File: src/rtl/button_debouncer.sv
// Push-button conditioner: synchronizes a raw, bouncing pad signal and qualifies
// every change over STABLE_COUNT clock cycles. It produces a clean active-high
// level, single-cycle press/release pulses, and a latch that flips on each press.
module button_debouncer #(
    parameter int STABLE_COUNT = 12000,
    parameter bit ACTIVE_LOW   = 1'b1
) (
    input  logic clock,
    input  logic resetN,
    input  logic buttonIn,
    output logic level,
    output logic pressed,
    output logic released,
    output logic toggle
);

    localparam int        CW      = $clog2(STABLE_COUNT + 1);
    localparam logic [CW-1:0] CNT_DONE = CW'(STABLE_COUNT);
    // Pad level while the button is not touched; the synchronizer starts here so
    // leaving reset never looks like a press.
    localparam logic      PAD_IDLE = ACTIVE_LOW;

    typedef enum logic [1:0] {
        RELEASED,
        PRESS_WAIT,
        PRESSED,
        RELEASE_WAIT
    } state_t;

    state_t          state_q, state_d;
    logic [CW-1:0]   count_q, count_d;
    logic            sync1_q, sync2_q;
    logic            level_q, level_d;
    logic            pressed_q, pressed_d;
    logic            released_q, released_d;
    logic            toggle_q, toggle_d;
    logic            norm;

    // 1 means pressed, whatever the pad polarity is.
    assign norm = sync2_q ^ ACTIVE_LOW;

    // Two-flop synchronizer for the asynchronous pad.
    always_ff @(posedge clock or negedge resetN) begin
        if (!resetN) begin
            sync1_q <= PAD_IDLE;
            sync2_q <= PAD_IDLE;
        end else begin
            sync1_q <= buttonIn;
            sync2_q <= sync1_q;
        end
    end

    // State, qualification counter and registered outputs.
    always_ff @(posedge clock or negedge resetN) begin
        if (!resetN) begin
            state_q    <= RELEASED;
            count_q    <= '0;
            level_q    <= 1'b0;
            pressed_q  <= 1'b0;
            released_q <= 1'b0;
            toggle_q   <= 1'b0;
        end else begin
            state_q    <= state_d;
            count_q    <= count_d;
            level_q    <= level_d;
            pressed_q  <= pressed_d;
            released_q <= released_d;
            toggle_q   <= toggle_d;
        end
    end

    // Next state. Any disagreement during a WAIT state drops straight back to the
    // stable state, so the qualification always restarts from zero.
    always_comb begin
        state_d    = state_q;
        count_d    = count_q;
        level_d    = level_q;
        toggle_d   = toggle_q;
        pressed_d  = 1'b0;
        released_d = 1'b0;
        unique case (state_q)
            RELEASED: begin
                if (norm) begin
                    state_d = PRESS_WAIT;
                    count_d = CW'(1);
                end
            end
            PRESS_WAIT: begin
                if (!norm) begin
                    state_d = RELEASED;
                    count_d = '0;
                end else if (count_q == CNT_DONE) begin
                    state_d   = PRESSED;
                    count_d   = '0;
                    level_d   = 1'b1;
                    pressed_d = 1'b1;
                    toggle_d  = ~toggle_q;
                end else begin
                    count_d = count_q + CW'(1);
                end
            end
            PRESSED: begin
                if (!norm) begin
                    state_d = RELEASE_WAIT;
                    count_d = CW'(1);
                end
            end
            RELEASE_WAIT: begin
                if (norm) begin
                    state_d = PRESSED;
                    count_d = '0;
                end else if (count_q == CNT_DONE) begin
                    state_d    = RELEASED;
                    count_d    = '0;
                    level_d    = 1'b0;
                    released_d = 1'b1;
                end else begin
                    count_d = count_q + CW'(1);
                end
            end
            default: begin
                state_d = RELEASED;
                count_d = '0;
            end
        endcase
    end

    assign level    = level_q;
    assign pressed  = pressed_q;
    assign released = released_q;
    assign toggle   = toggle_q;

endmodule

File: config.mk
export PLATFORM = sky130hd
export DESIGN_NAME = button_debouncer
export DESIGN_NICKNAME = d
export VERILOG_FILES = /design/src/rtl/button_debouncer.sv
export SDC_FILE = /design/constraint.sdc
export NUM_CORES = 1
export LEC_CHECK = 0
export BUFFER_PORTS_ARGS = -buffer_cell sky130_fd_sc_hd__buf_2
export CAP_MARGIN = 20
export CORE_UTILIZATION = 58
export DETAILED_ROUTE_END_ITERATION = 10
export HOLD_SLACK_MARGIN = 0.03
export PLACE_DENSITY = 0.76
export SLEW_MARGIN = 20
export SYNTH_ARGS = -nofsm -noshare
export SYNTH_HDL_FRONTEND = slang
export SYNTH_SLANG_ARGS = --single-unit
File: constraint.sdc
create_clock -name clock -period 1.8 [get_ports clock]
set_input_delay 0.18 -clock clock [delete_from_list [all_inputs] [get_ports clock]]
set_output_delay 0.18 -clock clock [all_outputs]
set_load 0.02 [all_outputs]
Yosys cells after proc, flatten, opt, wreduce, memory -nomap -nowiden
Cells that the tools add are included.
{"block": "totals", "word_cells": 52, "out_inout_bits": 4, "register_bits": 22, "inputBits": 3}
{"block": "classes", "n_addsub": 1, "n_bitwise": 2, "muxes": 23, "n_reduce_logical": 6, "n_eq_ne": 12}
{"op": "14-bit two-way mux", "count": 5}
{"op": "14-bit case mux with 4 select lines", "count": 1}
{"op": "14-bit by 1-bit adder with 14-bit output (second input constant)", "count": 1}
{"op": "14-bit equality test (second input constant)", "count": 1}
{"op": "2-bit two-way mux", "count": 6}
{"op": "2-bit != test (second input constant)", "count": 6}
{"op": "1-bit two-way mux", "count": 9}
{"op": "2-bit case mux with 4 select lines", "count": 1}
{"op": "3-bit != test (second input constant)", "count": 2}
{"op": "5-bit AND reduction", "count": 1}
{"op": "2-bit equality test (second input constant)", "count": 2}
{"op": "4-bit AND reduction", "count": 1}
{"op": "3-bit AND reduction", "count": 1}
{"op": "2-bit by 1-bit equality test with 1-bit output (second input constant)", "count": 1}
{"op": "2-bit logical NOT", "count": 1}
{"op": "1-bit inverter", "count": 2}
{"op": "1-bit case mux with 2 select lines", "count": 1}
{"op": "2-bit AND reduction", "count": 1}
{"op": "2-bit nonzero test", "count": 1}

Logic depth before layout (Yosys ltp)
{"block": "depth", "word_depth": 4, "mapped_depth": 7, "ltp_nobuf": 6}

Worst setup path after synthesis
Ideal clock, no wire load.
{"block": "synth_timing", "kind": "reg-to-reg", "from": "register count_q[0]", "to": "register level_q, in the netlist level", "path_slack_ns": 0.120, "setup_ns": 0.132, "path_stages_with_launch": 7, "required_ns": 1.668, "arrival_time_ns": 1.548, "period_less_slack_ns": 1.680, "n_path_buf": 0, "cell_sequence": "dfrtp_1 -> inv_1 -> ha_1 -> nor3b_1 -> nand4_4 -> o21ai_1 -> or3b_1"}
{"block": "synth_via", "elab_chain_len": 3}
{"item": "from (decl)", "line": "31", "source": "logic [CW-1:0] count_q, count_d;"}
{"item": "from (signal assigned)", "line": "64", "source": "count_q <= count_d;"}
{"item": "14-bit equality test (*)", "line": "92, 112"}
{"item": "2-bit != test (no line)"}
{"item": "5-bit AND reduction (no line) (*)"}
{"item": "to (signal assigned)", "line": "65", "source": "level_q <= level_d;"}
{"item": "to (decl)", "line": "33", "source": "logic level_q, level_d;"}
Mark *: on every way between the ends. The rest lies on a longest branch, timed or not.
A chain may end at the register's enable or synchronous reset.

Worst setup path after layout
{"block": "layout_timing", "from": "register count_q[0]", "to": "register count_q[12]"}
{"block": "layout_via", "elab_chain_len": 4}
{"item": "14-bit by 1-bit adder with 14-bit output or 14-bit equality test (tied branches)"}
{"item": "14-bit two-way mux (*)", "line": "92, 112"}
{"item": "14-bit two-way mux (on tied branches)", "line": "109, 89"}
{"item": "14-bit case mux with 4 select lines (*)", "line": "81", "source": "unique case (state_q)"}
Marks and branches as above.

==> impl_table.tex <==
\begin{tabular}{lr}
\hline
Metric & Value \\
\hline
\multicolumn{2}{l}{\textbf{Outcome}} \\
\quad Result of the run & finished, final reports clean \\
\multicolumn{2}{l}{\textbf{Timing}} \\
\quad Fin Setup TNS & 0 ps \\
\quad Period utilization & 94.6\% \\
\quad Rel. slew slack & 67.4\% \\
\quad Max Clk Rate & 0.588 GHz \\
\quad RSZ-0062 raised after global routing & yes \\
\quad Final setup violation count & 0 \\
\quad Hold Slack & 332 ps \\
\quad Fin Clk Skew & 1.42 ps \\
\quad Total count of max-transition violations in the final report & 0 \\
\quad Minimum clock period & 1700 ps \\
\quad Fin. Hold Viols & 0 \\
\quad Slew of the pin with the lowest slew margin & 489 ps \\
\multicolumn{2}{l}{\textbf{Pwr}} \\
\quad Clock share of power & 24.5\% \\
\quad Net switching power of the design & 0.550 mW \\
\quad Internal power & 1.00 mW \\
\quad Peak supply drop & 0.000904 V \\
\quad Net switching fraction of the power & 35.4\% \\
\quad Power Dens Cells & 1120 nW/um\^{}2 \\
\quad Seq pwr share & 40.0\% \\
\quad Proportion of power drawn by combinational gates & 35.5\% \\
\quad Leakage power total & 0.613 nW \\
\multicolumn{2}{l}{\textbf{Critical path}} \\
\quad Crit Path Max Fanout & 5 \\
\quad Crit path launch type & flip-flop \\
\quad Source of the critical timing path & count\_q[0] \\
\quad Kind of cell adding the most delay to the critical path & simple AND/OR/NAND/NOR gates \\
\quad Kind of end point of the critical path & flip-flop \\
\quad Worst path arrival time & 1920 ps \\
\quad Worst reg-to-reg setup slack & 100 ps \\
\quad Max incr delay on CP & 520 ps \\
\quad Startpoint of the most critical register-to-register path & count\_q[0] \\
\quad Worst path buffer plus inverter count & 1 \\
\quad Required time worst endpoint & 2020 ps \\
\quad Max stage delay cell, worst path & or4\_1 \\
\quad Critical path class & flip-flop to flip-flop \\
\quad CP cell instances & buf\_4, ha\_2, nand4\_1, or4\_1, a31oi\_1, o22ai\_1 \\
\multicolumn{2}{l}{\textbf{Finish}} \\
\quad NumNets Final & 141 \\
\quad Antenna diodes & 0 \\
\quad Fraction of final layout cells with drive strength greater than 1 & 20.7\% \\
\quad Post-route core utilization & 71.2\% \\
\quad Layout area overhead & 16.4\% \\
\multicolumn{2}{l}{\textbf{CTS}} \\
\quad Largest buffer count on any clock path & 2 \\
\quad TritonCTS sink count & 22 \\
\quad Worst-path clk slew & 120 ps \\
\quad Clock tree from TritonCTS & done \\
\quad TritonCTS Buffers & 3 \\
\quad Insertion delay of the later-clocked pin in the worst-skew pair & 320 ps \\
\quad Root buffer cell & clkbuf\_4 \\
\quad H-tree Lvls & 1 \\
\multicolumn{2}{l}{\textbf{Global routing}} \\
\quad Global-route usage over all layers & 24.6\% \\
\quad Initial antenna violation count & 0 \\
\quad Maximum number of pins on one net before global-route repair & 23 \\
\quad Total grt overflow & 0 \\
\quad Vias in the first global route & 888 \\
\quad Global-route wire length before repair & 3.80 mm \\
\multicolumn{2}{l}{\textbf{Synth}} \\
\quad Synth Register Bits & 22 \\
\quad Most common cell in the netlist & dfrtp\_1 \\
\quad Post-synth ARST share & 100\% \\
\quad Most common flop cell mapped by yosys & dfrtp\_1 \\
\quad Most used standard cells in the synthesized netlist & dfrtp\_1 (20), a31oi\_1 (12), nand2\_1 (10) \\
\quad Warnings, synthesis & 0 \\
\quad Post-synthesis net count & 125 \\
\quad Number of flops mapped to enable cells by yosys & 0 \\
\quad Post-synth cell types & 33 \\
\quad Cell type with the largest total area after synthesis & dfrtp\_1 \\
\quad Netlist area before placement & 1190 sq um \\
\quad Avg Synthesized Cell Area & 9.89 sq um \\
\quad Part of the Yosys area used for sequential elements & 46.6\% \\
\quad Proportion of netlist area held by the largest area contributor & 42.1\% \\
\quad Count of mapped cells out of synthesis & 120 \\
\quad Leading post-synthesis cells by cell area & dfrtp\_1 (42\%), a31oi\_1 (6.3\%), dfstp\_2 (4.4\%), nand3\_1 (3.8\%), and4\_1 (3.7\%) \\
\multicolumn{2}{l}{\textbf{Drt}} \\
\quad First-pass iteration count of the detailed router & 4 \\
\quad Number of antenna-violating nets in the routed design & 0 \\
\quad Vias per cell & 6.09 \\
\quad Routed WL & 2.37 mm \\
\quad DR vias & 987 \\
\quad Average wire per standard cell & 14.6 um \\
\quad Detailed Route Iter0 Violations & 33 \\
\quad Drt drc & 0 \\
\multicolumn{2}{l}{\textbf{Floorplan}} \\
\quad Placeable core area & 1940 sq um \\
\quad Initial core utilization & 61.1\% \\
\quad Horiz. Die Dim & 47.2 um \\
\quad Number of primary I/O pins & 7 \\
\quad Full die area & 2230 sq um \\
\quad Number of placement rows & 16 \\
\quad Die height & 47.2 um \\
\multicolumn{2}{l}{\textbf{Placed design}} \\
\quad Gpl congestion & 0.875 \\
\quad Number of I/O port buffers & 6 \\
\quad Post-DP HPWL & 1.69 mm \\
\multicolumn{2}{l}{\textbf{Hold path}} \\
\quad Hold WC Path Type & input pin to async pin \\
\multicolumn{2}{l}{\textbf{Flow run}} \\
\quad Max Cap Violations & 0 \\
\hline
\end{tabular}
-- repair_timing --
item	CTS	global route
endpoints found under the hold margin	21	0
hold buffers	2	0
setup endpoints to repair	0	11
resized for setup	0	3
setup buffers	0	0
-- through the flow --
step / setup slack [ps] / instance area, sq um / cells / power, mW
2_1_floorplan: 120 / 1190 / 120 / 0.999
3_3_place_gp: 110 / 1300 / 156 / 1.13
3_5_place_dp: 59.5 / 1300 / 156 / 1.15
4_1_cts: 39.5 / 1370 / 162 / 1.54
5_1_grt: -35.8 / 1380 / 162 / 1.65
6_report: 98.0 / 1380 / 162 / 1.55
-- worst paths after layout --
check                      cells after the start          end
max                                            6  count_q[12]
max in group asynchronous                      2      sync1_q
min reg2reg                                    0      sync2_q
max reg2reg                                    6  count_q[12]
min in group clock                             0      sync2_q
min                                            2   count_q[9]
-- registers in the layout (all words and copies together) (netlist names), named ones only --
signal    flops
toggle        1
count_q      14
released      1
sync1_q       1
pressed       1
level         1
state_q       1
sync2_q       1
-- cell families after synthesis --
kind of cell / count (synthesis) / share of synthesized area, %
AO/OA/AOI/OAI: 24 / 11.9
flip-flops: 22 / 46.6
adder cells (fa/ha/maj): 2 / 2.11
multiplexers: 3 / 2.53
XOR/XNOR: 6 / 4.43
AND/OR/NAND/NOR: 50 / 27.6
buffers and inverters: 13 / 4.85
-- power by group through the flow --
stage	Sequential (mW)	Combinational, mW	Clock (mW)
floorplan	0.624	0.375	0
global placement	0.622	0.511	0
detailed placement	0.626	0.528	0
CTS	0.617	0.538	0.382
global route	0.627	0.618	0.401
finish	0.621	0.550	0.381
-- per-layer routing --
layer  up-vias  part of all wire (%)  global-route usage, %
met5         -                     0                      0
met4         0                   2.0                   10.3
met3         5                   3.5                   3.46
met2        24                    48                   39.5
met1       484                    46                   33.3
li1        474                     -                      -
-- layout by cell type (no fill, tap or decap), drive strengths merged, types with 3 or more instances in the layout --
master	netlist	routed
dfrtp	20	20
buf	6	15
a31oi	12	12
nand2	10	10
nand3	9	9
inv	7	7
nand4	7	7
o21ai	6	6
and4	5	5
xor2	5	5
and3	3	3
o22ai	3	3
mux2i	3	3
clkbuf	0	3
nor2	3	3
-- cell type report --
cell class / count / area (sq um)
Clock buffer: 3 / 22.5
Clock inverter: 1 / 30.0
Fill cell: 145 / 559
Inverter: 7 / 26.3
Multi-Input combinational cell: 85 / 587
Sequential cell: 22 / 553
Tap cell: 27 / 33.8
Timing Repair Buffer: 17 / 130
Note: power is estimated with default switching activity, not from simulation.
